==> config.mk <==
export PLATFORM = sky130hd
export DESIGN_NAME = madd_seq_ctrl
export DESIGN_NICKNAME = d
export VERILOG_FILES = /design/src/rtl/madd_seq_ctrl.sv
export SDC_FILE = /design/constraint.sdc
export NUM_CORES = 1
export LEC_CHECK = 0
export ABC_CLOCK_PERIOD_IN_PS = 3700
export CAP_MARGIN = 20
export CORE_AREA = 4 4 175 177
export DETAILED_ROUTE_END_ITERATION = 6
export DIE_AREA = 0 0 179 181
export PLACE_DENSITY_LB_ADDON = 0.2
export SETUP_SLACK_MARGIN = 0.2
export SYNTH_ARGS = -nofsm -noshare
export SYNTH_HDL_FRONTEND = slang
export SYNTH_SLANG_ARGS = --single-unit
==> constraint.sdc <==
create_clock -name clk -period 3.7 [get_ports clk]
set_clock_uncertainty 0.1 [all_clocks]
set_input_delay 0.74 -clock clk [delete_from_list [all_inputs] [get_ports clk]]
set_output_delay 0.74 -clock clk [all_outputs]
set_load 0.005 [all_outputs]
==> src/rtl/madd_seq_ctrl.sv <==
// Command sequencer for the dual-lane saturating pair-adder: interleaves A/B operand
// reads with the adder enable, then writes each returned result to C+k.
//
// state    | meaning
// ---------+----------------------------------------------------------
// ST_IDLE  | waiting for i_start
// ST_ISSUE | one read per cycle, alternating A[k] / B[k]
// ST_DRAIN | reads done, collecting the remaining adder results
// ST_FLUSH | aborted; 4 cycles for in-flight results to fall away
// ST_FIN   | final cycle of a command (o_done high), busy drops next
module madd_seq_ctrl #(
   parameter int DWIDTH = 32,
   parameter int AWIDTH = 10,
   parameter int LWIDTH = 10
) (
   input  logic              clk,
   input  logic              arst_n,
   input  logic              i_start,
   input  logic [AWIDTH-1:0] i_base_a,
   input  logic [AWIDTH-1:0] i_base_b,
   input  logic [AWIDTH-1:0] i_base_c,
   input  logic [LWIDTH-1:0] i_len,
   input  logic              i_abort,
   output logic              o_busy,
   output logic              o_done,
   output logic              o_rd_en,
   output logic [AWIDTH-1:0] o_rd_addr,
   output logic              o_madd_en,
   input  logic              i_madd_valid,
   input  logic [DWIDTH-1:0] i_madd_out,
   output logic              o_wr_en,
   output logic [AWIDTH-1:0] o_wr_addr,
   output logic [DWIDTH-1:0] o_wr_data
);

   localparam int CWIDTH = LWIDTH + 1;

   typedef enum logic [2:0] {ST_IDLE, ST_ISSUE, ST_DRAIN, ST_FLUSH, ST_FIN} state_t;

   state_t              state;
   logic [AWIDTH-1:0]   base_a;
   logic [AWIDTH-1:0]   base_b;
   logic [AWIDTH-1:0]   base_c;
   logic [LWIDTH-1:0]   rd_idx;
   logic [LWIDTH-1:0]   wr_idx;
   logic                phase;
   logic [CWIDTH-1:0]   rd_left;
   logic [LWIDTH-1:0]   wr_left;
   logic [1:0]          flush_tmr;

   always_ff @(posedge clk or negedge arst_n) begin
      if (!arst_n) begin
         state     <= ST_IDLE;
         base_a    <= '0;
         base_b    <= '0;
         base_c    <= '0;
         rd_idx    <= '0;
         wr_idx    <= '0;
         phase     <= 1'b0;
         rd_left   <= '0;
         wr_left   <= '0;
         flush_tmr <= '0;
         o_busy    <= 1'b0;
         o_done    <= 1'b0;
         o_rd_en   <= 1'b0;
         o_rd_addr <= '0;
         o_madd_en <= 1'b0;
         o_wr_en   <= 1'b0;
         o_wr_addr <= '0;
         o_wr_data <= '0;
      end else begin
         o_done  <= 1'b0;
         o_wr_en <= 1'b0;
         case (state)
            ST_IDLE: begin
               if (i_start) begin
                  base_a <= i_base_a;
                  base_b <= i_base_b;
                  base_c <= i_base_c;
                  rd_idx <= '0;
                  wr_idx <= '0;
                  o_busy <= 1'b1;
                  if (i_len == '0) begin
                     o_done <= 1'b1;
                     state  <= ST_FIN;
                  end else begin
                     // A[0] goes out on the accepting edge, so the remaining count excludes it
                     o_rd_en   <= 1'b1;
                     o_madd_en <= 1'b1;
                     o_rd_addr <= i_base_a;
                     phase     <= 1'b1;
                     rd_left   <= {i_len, 1'b0} - CWIDTH'(1);
                     wr_left   <= i_len;
                     state     <= ST_ISSUE;
                  end
               end
            end

            ST_ISSUE, ST_DRAIN: begin
               if (i_abort) begin
                  o_rd_en   <= 1'b0;
                  o_madd_en <= 1'b0;
                  flush_tmr <= 2'd3;
                  state     <= ST_FLUSH;
               end else begin
                  if (state == ST_ISSUE) begin
                     if (rd_left == '0) begin
                        o_rd_en   <= 1'b0;
                        o_madd_en <= 1'b0;
                        state     <= ST_DRAIN;
                     end else begin
                        rd_left <= rd_left - CWIDTH'(1);
                        phase   <= ~phase;
                        if (phase) begin
                           o_rd_addr <= base_b + AWIDTH'(rd_idx);
                           rd_idx    <= rd_idx + LWIDTH'(1);
                        end else begin
                           o_rd_addr <= base_a + AWIDTH'(rd_idx);
                        end
                     end
                  end
                  if (i_madd_valid) begin
                     o_wr_en   <= 1'b1;
                     o_wr_addr <= base_c + AWIDTH'(wr_idx);
                     o_wr_data <= i_madd_out;
                     wr_idx    <= wr_idx + LWIDTH'(1);
                     wr_left   <= wr_left - LWIDTH'(1);
                     if (wr_left == LWIDTH'(1)) begin
                        o_done <= 1'b1;
                        state  <= ST_FIN;
                     end
                  end
               end
            end

            ST_FLUSH: begin
               if (flush_tmr == '0) begin
                  o_busy <= 1'b0;
                  state  <= ST_IDLE;
               end else begin
                  flush_tmr <= flush_tmr - 2'd1;
               end
            end

            ST_FIN: begin
               o_busy <= 1'b0;
               state  <= ST_IDLE;
            end

            default: state <= ST_IDLE;
         endcase
      end
   end

endmodule

==> results of run 1 <==
[cell families (layout without fill, tap and decap cells)]
logic type	after synthesis	in the layout	synth area share, %
buffers and inverters	59	198	3.45
flip-flops	133	133	46.6
AO/OA/AOI/OAI	151	151	13.4
XOR/XNOR	33	33	4.15
multiplexers	12	12	1.87
AND/OR/NAND/NOR	393	393	25.4
adder cells (fa/ha/maj)	28	28	5.11
[critical path: cells and delay by family]
| kind | cells | cell delay, ns |
|---|---|---|
| AOI/OAI and AO/OA | 4 | 0.84 |
| buffers and inverters | 3 | 0.83 |
| and+or+nand+nor | 1 | 0.50 |
| adders and majority gates | 1 | 0.15 |
[worst paths after layout]
| kind | from | end | slack (ns) | depth (start not counted) |
|---|---|---|---|---|
| setup / recovery | i_len[0] | o_rd_addr[6]$_DFFE_PN0P_ | 0.87 | 9 |
| hold / removal | arst_n | o_wr_addr[1]$_DFFE_PN0P_ | 0.17 | 1 |
| setup reg to reg | phase$_DFFE_PN0P_ | o_rd_addr[8]$_DFFE_PN0P_ | 0.99 | 8 |
| hold reg to reg | base_a[7]$_DFFE_PN0P_ | base_a[7]$_DFFE_PN0P_ | 0.37 | 2 |
| max in group asynchronous | arst_n | o_wr_data[18]$_DFFE_PN0P_ | 2.48 | 2 |
| min in group clk | base_a[7]$_DFFE_PN0P_ | base_a[7]$_DFFE_PN0P_ | 0.37 | 2 |
[sequential cells by signal, indices dropped and copies added (netlist names)]
signal and cells:
base_a 10, rd_left 11, o_madd_en 1, o_wr_addr 10, base_c 10, o_wr_en 1, wr_left 10, phase 1
base_b 10, rd_idx 10, o_rd_addr 10, state 3, flush_tmr 2, o_busy 1, wr_idx 10, o_wr_data 32
o_done 1
[cell usage in the layout (no fill, tap or decap), drive strengths merged, types with 7 or more instances in the layout]
master / Yosys / layout
nand2: 237 / 237
xor2: 11 / 11
mux2: 11 / 11
nand3: 22 / 22
nor3b: 7 / 7
or4: 7 / 7
o211ai: 9 / 9
clkbuf: 26 / 19
or3: 9 / 9
nor3: 15 / 15
nor2: 48 / 48
or2: 8 / 8
clkdlybuf4s50: 0 / 132
nor4: 8 / 8
nor4b: 8 / 8
inv: 18 / 21
xnor2: 22 / 22
o21ai: 45 / 45
ha: 26 / 26
dfrtp: 133 / 133
a31oi: 11 / 11
buf: 15 / 16
nand2b: 7 / 7
a21oi: 38 / 38
[through the flow]
step           hold slack (ns)  util (%)  worst slack (ns)
5_1_grt                  0.192      32.5             0.743
3_5_place_dp             0.360      30.5             0.449
4_1_cts                  0.183      32.5             0.891
3_3_place_gp             0.356      30.5             0.522
6_report                 0.173      32.5             0.870
2_1_floorplan            0.340         -              1.05
[report_power, final]
| group | total, mW | internal [mW] | switching [mW] |
|---|---|---|---|
| Clock | 1.67 | 0.969 | 0.704 |
| Sequential | 2.57 | 2.06 | 0.509 |
| Combinational | 2.98 | 1.44 | 1.54 |
| Total | 7.22 | 4.47 | 2.75 |
[synth_stat cells, drive strengths merged, types with 15 or more instances]
| master | n | area share (%) |
|---|---|---|
| clkbuf | 26 | 1.4 |
| nor3 | 15 | 1.1 |
| nand3 | 22 | 1.5 |
| nand2 | 237 | 12 |
| a21oi | 38 | 2.7 |
| ha | 26 | 4.6 |
| o21ai | 45 | 3.2 |
| inv | 18 | 0.94 |
| xnor2 | 22 | 2.7 |
| dfrtp | 133 | 47 |
| nor2 | 48 | 2.5 |
| buf | 15 | 1.1 |
[area by class of cell]
| type | count | area (um2) | share of cell area [%] |
|---|---|---|---|
| clock inverters | 13 | 124 | 1.30 |
| multi-input cells | 617 | 3580 | 37.7 |
| well taps | 390 | 488 | 5.14 |
| flip-flops and latches | 133 | 3330 | 35.0 |
| clock buffers | 19 | 453 | 4.77 |
| inverters | 18 | 67.6 | 0.711 |
| repair buffers | 148 | 1460 | 15.3 |
[layer usage]
| metal | global-route usage [%] | vias to the layer above |
|---|---|---|
| met5 | 0 | - |
| met4 | 3.07 | 0 |
| met3 | 2.99 | 11 |
| met2 | 20.7 | 166 |
| met1 | 18.1 | 2913 |
| li1 | - | 3059 |
==> flow_metrics.tcl, run 1 <==
set metrics [dict create \
    grt_pass1_wl_um 33800 \
    worstHoldPathType "in -> async" \
    syn_avg_cell_area_um2 8.84 \
    leakage_nw 4.14 \
    num_vias 6149 \
    worst_pin_slew_ns 0.791 \
    cts_tree "yes" \
    routedWlPerCell_um 15.6 \
    crit_type "in -> reg" \
    wl_met2_um 9570 \
    numPortBuffers 133 \
    route.met3.wl_um 1260 \
    die_area_mm2 0.0324 \
    drt_iter0_drc 393 \
    yosysSeqAreaShare_pct 46.6 \
    power.total_mw 7.22 \
    htreeDepth 4 \
    topRoutingLayerUsed "met4" \
    hpwlAfterDp_um 14900 \
    path_cells "clkdlybuf4s50_1, inv_1, ha_1, or4b_1, o31ai_4, o21a_1, buf_4, a21oi_1, a21oi_1" \
    avgViaCountPerCell 4.60 \
    numClockSinks 133 \
    ys_warn_count 0 \
    initial_core_util_pct 24.4 \
    ios 134 \
    cellPowerDensity_mw_per_mm2 760 \
    gp_congestion 0.792 \
    path_clk_slew_ns 0.06 \
    place_inst 1306 \
    syn_nets 914 \
    finalHoldViolations 0 \
    synthToLayoutAreaGrowth_pct 32.9 \
    drv_cap 0 \
    crit_required_ns 3.94 \
    cts.root.buffer_cell "clkbuf_16" \
    grt_pass1_vias 6119 \
    ys_seq_elements 133 \
    stdcell_area_mm2 0.00950 \
    ir_drop_mv 0.263 \
    cpMostUsedCell "a21oi_1" \
    grt_overflow 0 \
    clock_latency_ns 0.42 \
    dieHeight_um 181 \
    critPathCaptureType "flip-flop" \
    place_area_mm2 0.00892 \
    setup_tns_ns 0 \
    cts_resized 0 \
    clockBufferDepth 2 \
    fillers 3068 \
    antenna_cells 0 \
    relSlewSlack_pct 47.1 \
    drc 0 \
    cpPeakStageDelay_ns 0.50 \
    synth_edf_count 0 \
    die_w_um 179 \
    maxSlewViolCount 0 \
    cp_max_fo 12 \
    status "completed" \
    drt-met1-wl_um 9890 \
    startpoint_type "input pin" \
    period_share_pct 76.5 \
    rsz0062_at_grt "no" \
    crit_arrival_ns 3.07 \
    grt_usage_pct 13.1 \
    synthesis.area_mm2 0.00715 \
    cts_made_buffers 17 \
    rows 63 \
    finalNetCount 1040 \
    drt_pass1_iterations 5 \
    max_clock_freq_mhz 353 \
    antenna_found_initial 0 \
    finalSetupViolCount 0 \
    ant_nets 0 \
    coreArea_mm2 0.0292 \
    crit_slowest_cell "or4b_1" \
    post_cts_buffers 0 \
    synthArstFlopShare_pct 100 \
    synthCells 809 \
    instances_no_fill 1338 \
    synth.distinct_cells 64 \
    ys.flop_type "dfrtp_1" \
    hold_buffers 0 \
    drt-total-wl_um 20900 \
    drive_gt1_share_pct 7.81 \
    grt_max_degree 53 \
    period_needed_ns 2.83 \
]
No activity file was read; power rests on OpenSTA's default activity.
==> run 2, diff against run 1 <==
ABC_CLOCK_PERIOD_IN_PS = 2900   (was 3700)
clock period = 2.9 ns   (was 3.7 ns; I/O delays follow)
==> flow_metrics.tcl, run 2 (synthesized netlist as in run 1, its figures left out) <==
set metrics [dict create \
    crit_required_ns 3.09 \
    final_common_cell "nand2_1" \
    clock_latency_ns 0.41 \
    leakage_nw 4.27 \
    rsz0062_at_grt "no" \
    final_cell_mix "nand2_1, dfrtp_1, clkdlybuf4s50_1" \
    ant_nets 0 \
    die_w_um 179 \
    period_needed_ns 2.58 \
    crit_arrival_ns 2.78 \
    sw_frac_of_total_pct 37.7 \
    place_area_mm2 0.00914 \
    largest_reg_flops 32 \
    antenna_cells 0 \
    dieHeight_um 181 \
    setup_tns_ns 0 \
    avgViaCountPerCell 4.56 \
    routedWlPerCell_um 15.2 \
    switchingPower_mw 3.51 \
    period_share_pct 89.1 \
    relSlewSlack_pct 54.7 \
    initial_core_util_pct 24.4 \
    cpPeakStageDelay_ns 0.46 \
    die_area_mm2 0.0324 \
    critPathCaptureType "flip-flop" \
    numPortBuffers 133 \
    path_clk_slew_ns 0.06 \
    busiest_layer "met2" \
    place_inst 1330 \
    combPwrFrac_pct 42.6 \
    htreeDepth 4 \
    drt-total-wl_um 20700 \
    startpoint_type "flip-flop" \
    cts_made_buffers 17 \
    largest-register "o_wr_data" \
    grt_max_degree 56 \
    largestRegisters "o_wr_data x32, rd_left x11" \
    max_clock_freq_mhz 387 \
    crit_slowest_cell "fa_1" \
    maxSlewViolCount 0 \
    p_int_mw 5.81 \
    met1_usage_pct 17.8 \
    numClockSinks 133 \
    grt_overflow 0 \
    synthToLayoutAreaGrowth_pct 36.3 \
    finalHoldViolations 0 \
    crit_type "reg -> reg" \
    path_cells "buf_6, mux2_2, fa_1, a21oi_2, o2111ai_1, a31oi_1, xor2_1, o211ai_1" \
    ios 134 \
    drc 0 \
    stdcell_area_mm2 0.00974 \
    hpwlAfterDp_um 14900 \
    dp_slack_ns -0.0850 \
    worst_pin_slew_ns 0.676 \
    drive_gt1_share_pct 10.3 \
    num_vias 6230 \
    grt_pass1_vias 6098 \
    grt_pass1_wl_um 33300 \
    status "completed" \
    power.total_mw 9.32 \
    clkPwrFrac_pct 22.5 \
    p_seq_share_pct 34.9 \
    finalSetupViolCount 0 \
    cts.root.buffer_cell "clkbuf_16" \
    met3_usage_pct 3.18 \
    gp_congestion 0.783 \
    drt_iter0_drc 249 \
    drv_cap 0 \
    grtUsageMet2_pct 20.1 \
    grt_usage_pct 12.8 \
    finalNetCount 1067 \
    worstHoldPathType "reg -> reg" \
    coreArea_mm2 0.0292 \
    rows 63 \
    ir_drop_mv 0.461 \
    cellPowerDensity_mw_per_mm2 957 \
    worst_slack_ns 0.316 \
    drt_pass1_iterations 4 \
    cts_tree "yes" \
    antenna_found_initial 0 \
    cp_max_fo 8 \
    instances_no_fill 1365 \
    clockBufferDepth 2 \
]
[run 2: repair_timing]
item / 4_1_cts / 5_1_grt
hold endpoints to repair: 6 / 0
endpoints found under the setup margin: 0 / 2
hold buffers: 1 / 0
setup buffers: 0 / 2
resized for setup: 0 / 2
[run 2: layout make-up]
type	count	area [um2]
multi-input cells	617	3590
inverters	18	67.6
clock buffers	19	443
repair buffers	175	1700
fillers	3064	19500
flip-flops and latches	133	3330
clock inverters	13	124
well taps	390	488
[run 2: per-layer routing]
metal | wire, um | vias to the layer above | part of all wire [%]
met2 | 9520 | 142 | 46
met5 | 0 | - | 0
met4 | 99 | 0 | 0.48
met1 | 9890 | 2975 | 48
met3 | 1190 | 10 | 5.8
li1 | - | 3103 | -
[run 2: worst paths after layout]
| check | cells after the start | startpoint | to | slack (ns) |
|---|---|---|---|---|
| min in group asynchronous | 2 | arst_n | o_wr_addr[1]$_DFFE_PN0P_ | 0.56 |
| max | 8 | phase$_DFFE_PN0P_ | o_rd_addr[8]$_DFFE_PN0P_ | 0.32 |
| max reg2reg | 8 | phase$_DFFE_PN0P_ | o_rd_addr[8]$_DFFE_PN0P_ | 0.32 |
| max in group asynchronous | 3 | arst_n | o_wr_data[7]$_DFFE_PN0P_ | 1.33 |
| min reg2reg | 2 | base_a[5]$_DFFE_PN0P_ | base_a[5]$_DFFE_PN0P_ | 0.37 |
| min | 2 | base_a[5]$_DFFE_PN0P_ | base_a[5]$_DFFE_PN0P_ | 0.37 |
[run 2: power by group through the flow]
stage               Sequential, mW  Clock (mW)  Combinational [mW]
floorplan                     3.12           0                2.34
global placement              3.29           0                3.98
detailed placement            3.28           0                4.00
CTS                           3.26        2.19                4.02
global route                  3.37        2.27                4.49
finish                        3.25        2.10                3.97
[run 2: critical path: cells and delay by family, from the launching register on]
kind	cells	cell delay, ns
buffers and inverters	1	0.16
AO/OA/AOI/OAI	4	0.70
adder cells (fa/ha/maj)	1	0.46
multiplexers	1	0.38
flip-flops	1	0.40
XOR/XNOR	1	0.26
[run 2: stage by stage]
stage | hold slack (ns) | util, %
finish | 0.370 | 33.3
global route | 0.388 | 33.3
CTS | 0.376 | 33.2
detailed placement | 0.359 | 31.3
global placement | 0.354 | 31.3
floorplan | 0.184 | -
==> run 3, diff against run 2 <==
CORE_AREA = 4 4 144 215   (was 4 4 175 177)
DIE_AREA = 0 0 148 219   (was 0 0 179 181)
==> flow_metrics.tcl, run 3 (synthesized netlist as in run 1, its figures left out) <==
set metrics [dict create \
    status "completed" \
    met3_usage_pct 2.66 \
    ios 134 \
    ir_drop_mv 0.435 \
    crit_type "reg -> reg" \
    final_cell_mix "nand2_1, dfrtp_1, clkdlybuf4s50_1" \
    die_area_mm2 0.0324 \
    period_share_pct 87.2 \
    rrSetupSlack_ns 0.37 \
    largest-register "o_wr_data" \
    period_needed_ns 2.53 \
    clock_latency_ns 0.43 \
    ant_nets 0 \
    die_w_um 148 \
    drv_cap 0 \
    drt-total-wl_um 21200 \
    dieHeight_um 219 \
    grtUsageMet2_pct 24.2 \
    drt_iter0_drc 211 \
    hpwlAfterDp_um 15800 \
    clockBufferDepth 2 \
    worst_pin_slew_ns 0.703 \
    crit_required_ns 3.11 \
    numPortBuffers 133 \
    crit_arrival_ns 2.74 \
    rows 77 \
    antenna_found_initial 0 \
    grt_max_degree 70 \
    grt_pass1_wl_um 33800 \
    post_cts_buffers 0 \
    utilization_pct 33.4 \
    drc 0 \
    grt_usage_pct 13.3 \
    coreArea_mm2 0.0293 \
    initial_core_util_pct 24.4 \
    antenna_cells 0 \
    finalSetupViolCount 0 \
    critPathCaptureType "flip-flop" \
    routedWlPerCell_um 15.5 \
    leakage_nw 4.30 \
    cts.root.buffer_cell "clkbuf_16" \
    hold_buffers 0 \
    multi_input_area_mm2 0.00359 \
    max_clock_freq_mhz 395 \
    finalNetCount 1066 \
    largest_reg_flops 32 \
    met1_usage_pct 15.4 \
    grt_overflow 0 \
    cts_resized 0 \
    synthToLayoutAreaGrowth_pct 37.0 \
    maxSlewViolCount 0 \
    largestRegisters "o_wr_data x32, rd_left x11" \
    avgViaCountPerCell 4.46 \
    numClockSinks 133 \
    cellPowerDensity_mw_per_mm2 965 \
    crit_slowest_cell "dfrtp_1" \
    final_common_cell "nand2_1" \
    seq_area_mm2 0.00333 \
    finalHoldViolations 0 \
    cts_tree "yes" \
    place_inst 1337 \
    path_clk_slew_ns 0.06 \
    worstHoldPathType "in -> async" \
    cts_made_buffers 17 \
    cpPeakStageDelay_ns 0.44 \
    startpoint_type "flip-flop" \
    busiest_layer "met2" \
    grt_pass1_vias 6126 \
    htreeDepth 4 \
    drive_gt1_share_pct 10.4 \
    fillers 3133 \
    drt_pass1_iterations 4 \
    gp_congestion 0.839 \
    path_cells "mux2_2, ha_1, fa_1, a21oi_2, o2111ai_1, a31oi_1, xor2_1, o211ai_1" \
    instances_no_fill 1369 \
    relSlewSlack_pct 53.1 \
    rsz0062_at_grt "yes" \
    num_vias 6105 \
    cp_max_fo 4 \
]
## run 3: worst paths after layout
path,to,start,cells past startpoint
setup / recovery,o_rd_addr[8]$_DFFE_PN0P_,phase$_DFFE_PN0P_,8
hold / removal,o_wr_data[7]$_DFFE_PN0P_,arst_n,1
setup reg to reg,o_rd_addr[8]$_DFFE_PN0P_,phase$_DFFE_PN0P_,8
hold reg to reg,o_wr_data[19]$_DFFE_PN0P_,o_wr_data[19]$_DFFE_PN0P_,2
max in group asynchronous,o_rd_addr[5]$_DFFE_PN0P_,arst_n,2
min in group clk,o_wr_data[19]$_DFFE_PN0P_,o_wr_data[19]$_DFFE_PN0P_,2
## run 3: metrics by stage
step	power [mW]	setup TNS, ns	hold slack [ns]	worst slack (ns)	instance area (um2)
2_1_floorplan	5.46	0	0.184	0.254	7150
5_1_grt	10.2	0	0.0682	0.186	9800
3_3_place_gp	7.26	-0.0287	0.354	-0.0170	9180
3_5_place_dp	7.29	-0.110	0.359	-0.0501	9180
6_report	9.45	0	0.0323	0.371	9800
4_1_cts	9.62	0	0.0723	0.270	9790
## run 3: layout make-up
cell class | count | area share [%]
multi-input combinational | 617 | 36.7
sequential | 133 | 34.0
timing repair buffer | 174 | 17.4
tap | 395 | 5.05
clock buffer | 20 | 4.66
clock inverter | 12 | 1.56
inverter | 18 | 0.690
## run 3: metal layers
layer	routed length (um)	part of all wire (%)
met1	8960	42
met2	11100	52
met3	756	3.6
met4	370	1.7
met5	0	0
## run 3: critical path, delay by kind of cell, from the launching register on
kind                     cells  cell delay (ns)
flip-flops                   1             0.44
adder cells (fa/ha/maj)      2             0.63
AO/OA/AOI/OAI                4             0.67
XOR/XNOR                     1             0.20
multiplexers                 1             0.37
## run 3: report_power, final
| group | total (mW) | internal [mW] | leakage [nW] | switching (mW) |
|---|---|---|---|---|
| Combinational | 3.93 | 1.97 | 2.35 | 1.97 |
| Sequential | 3.26 | 2.63 | 1.67 | 0.626 |
| Clock | 2.26 | 1.40 | 0.288 | 0.862 |
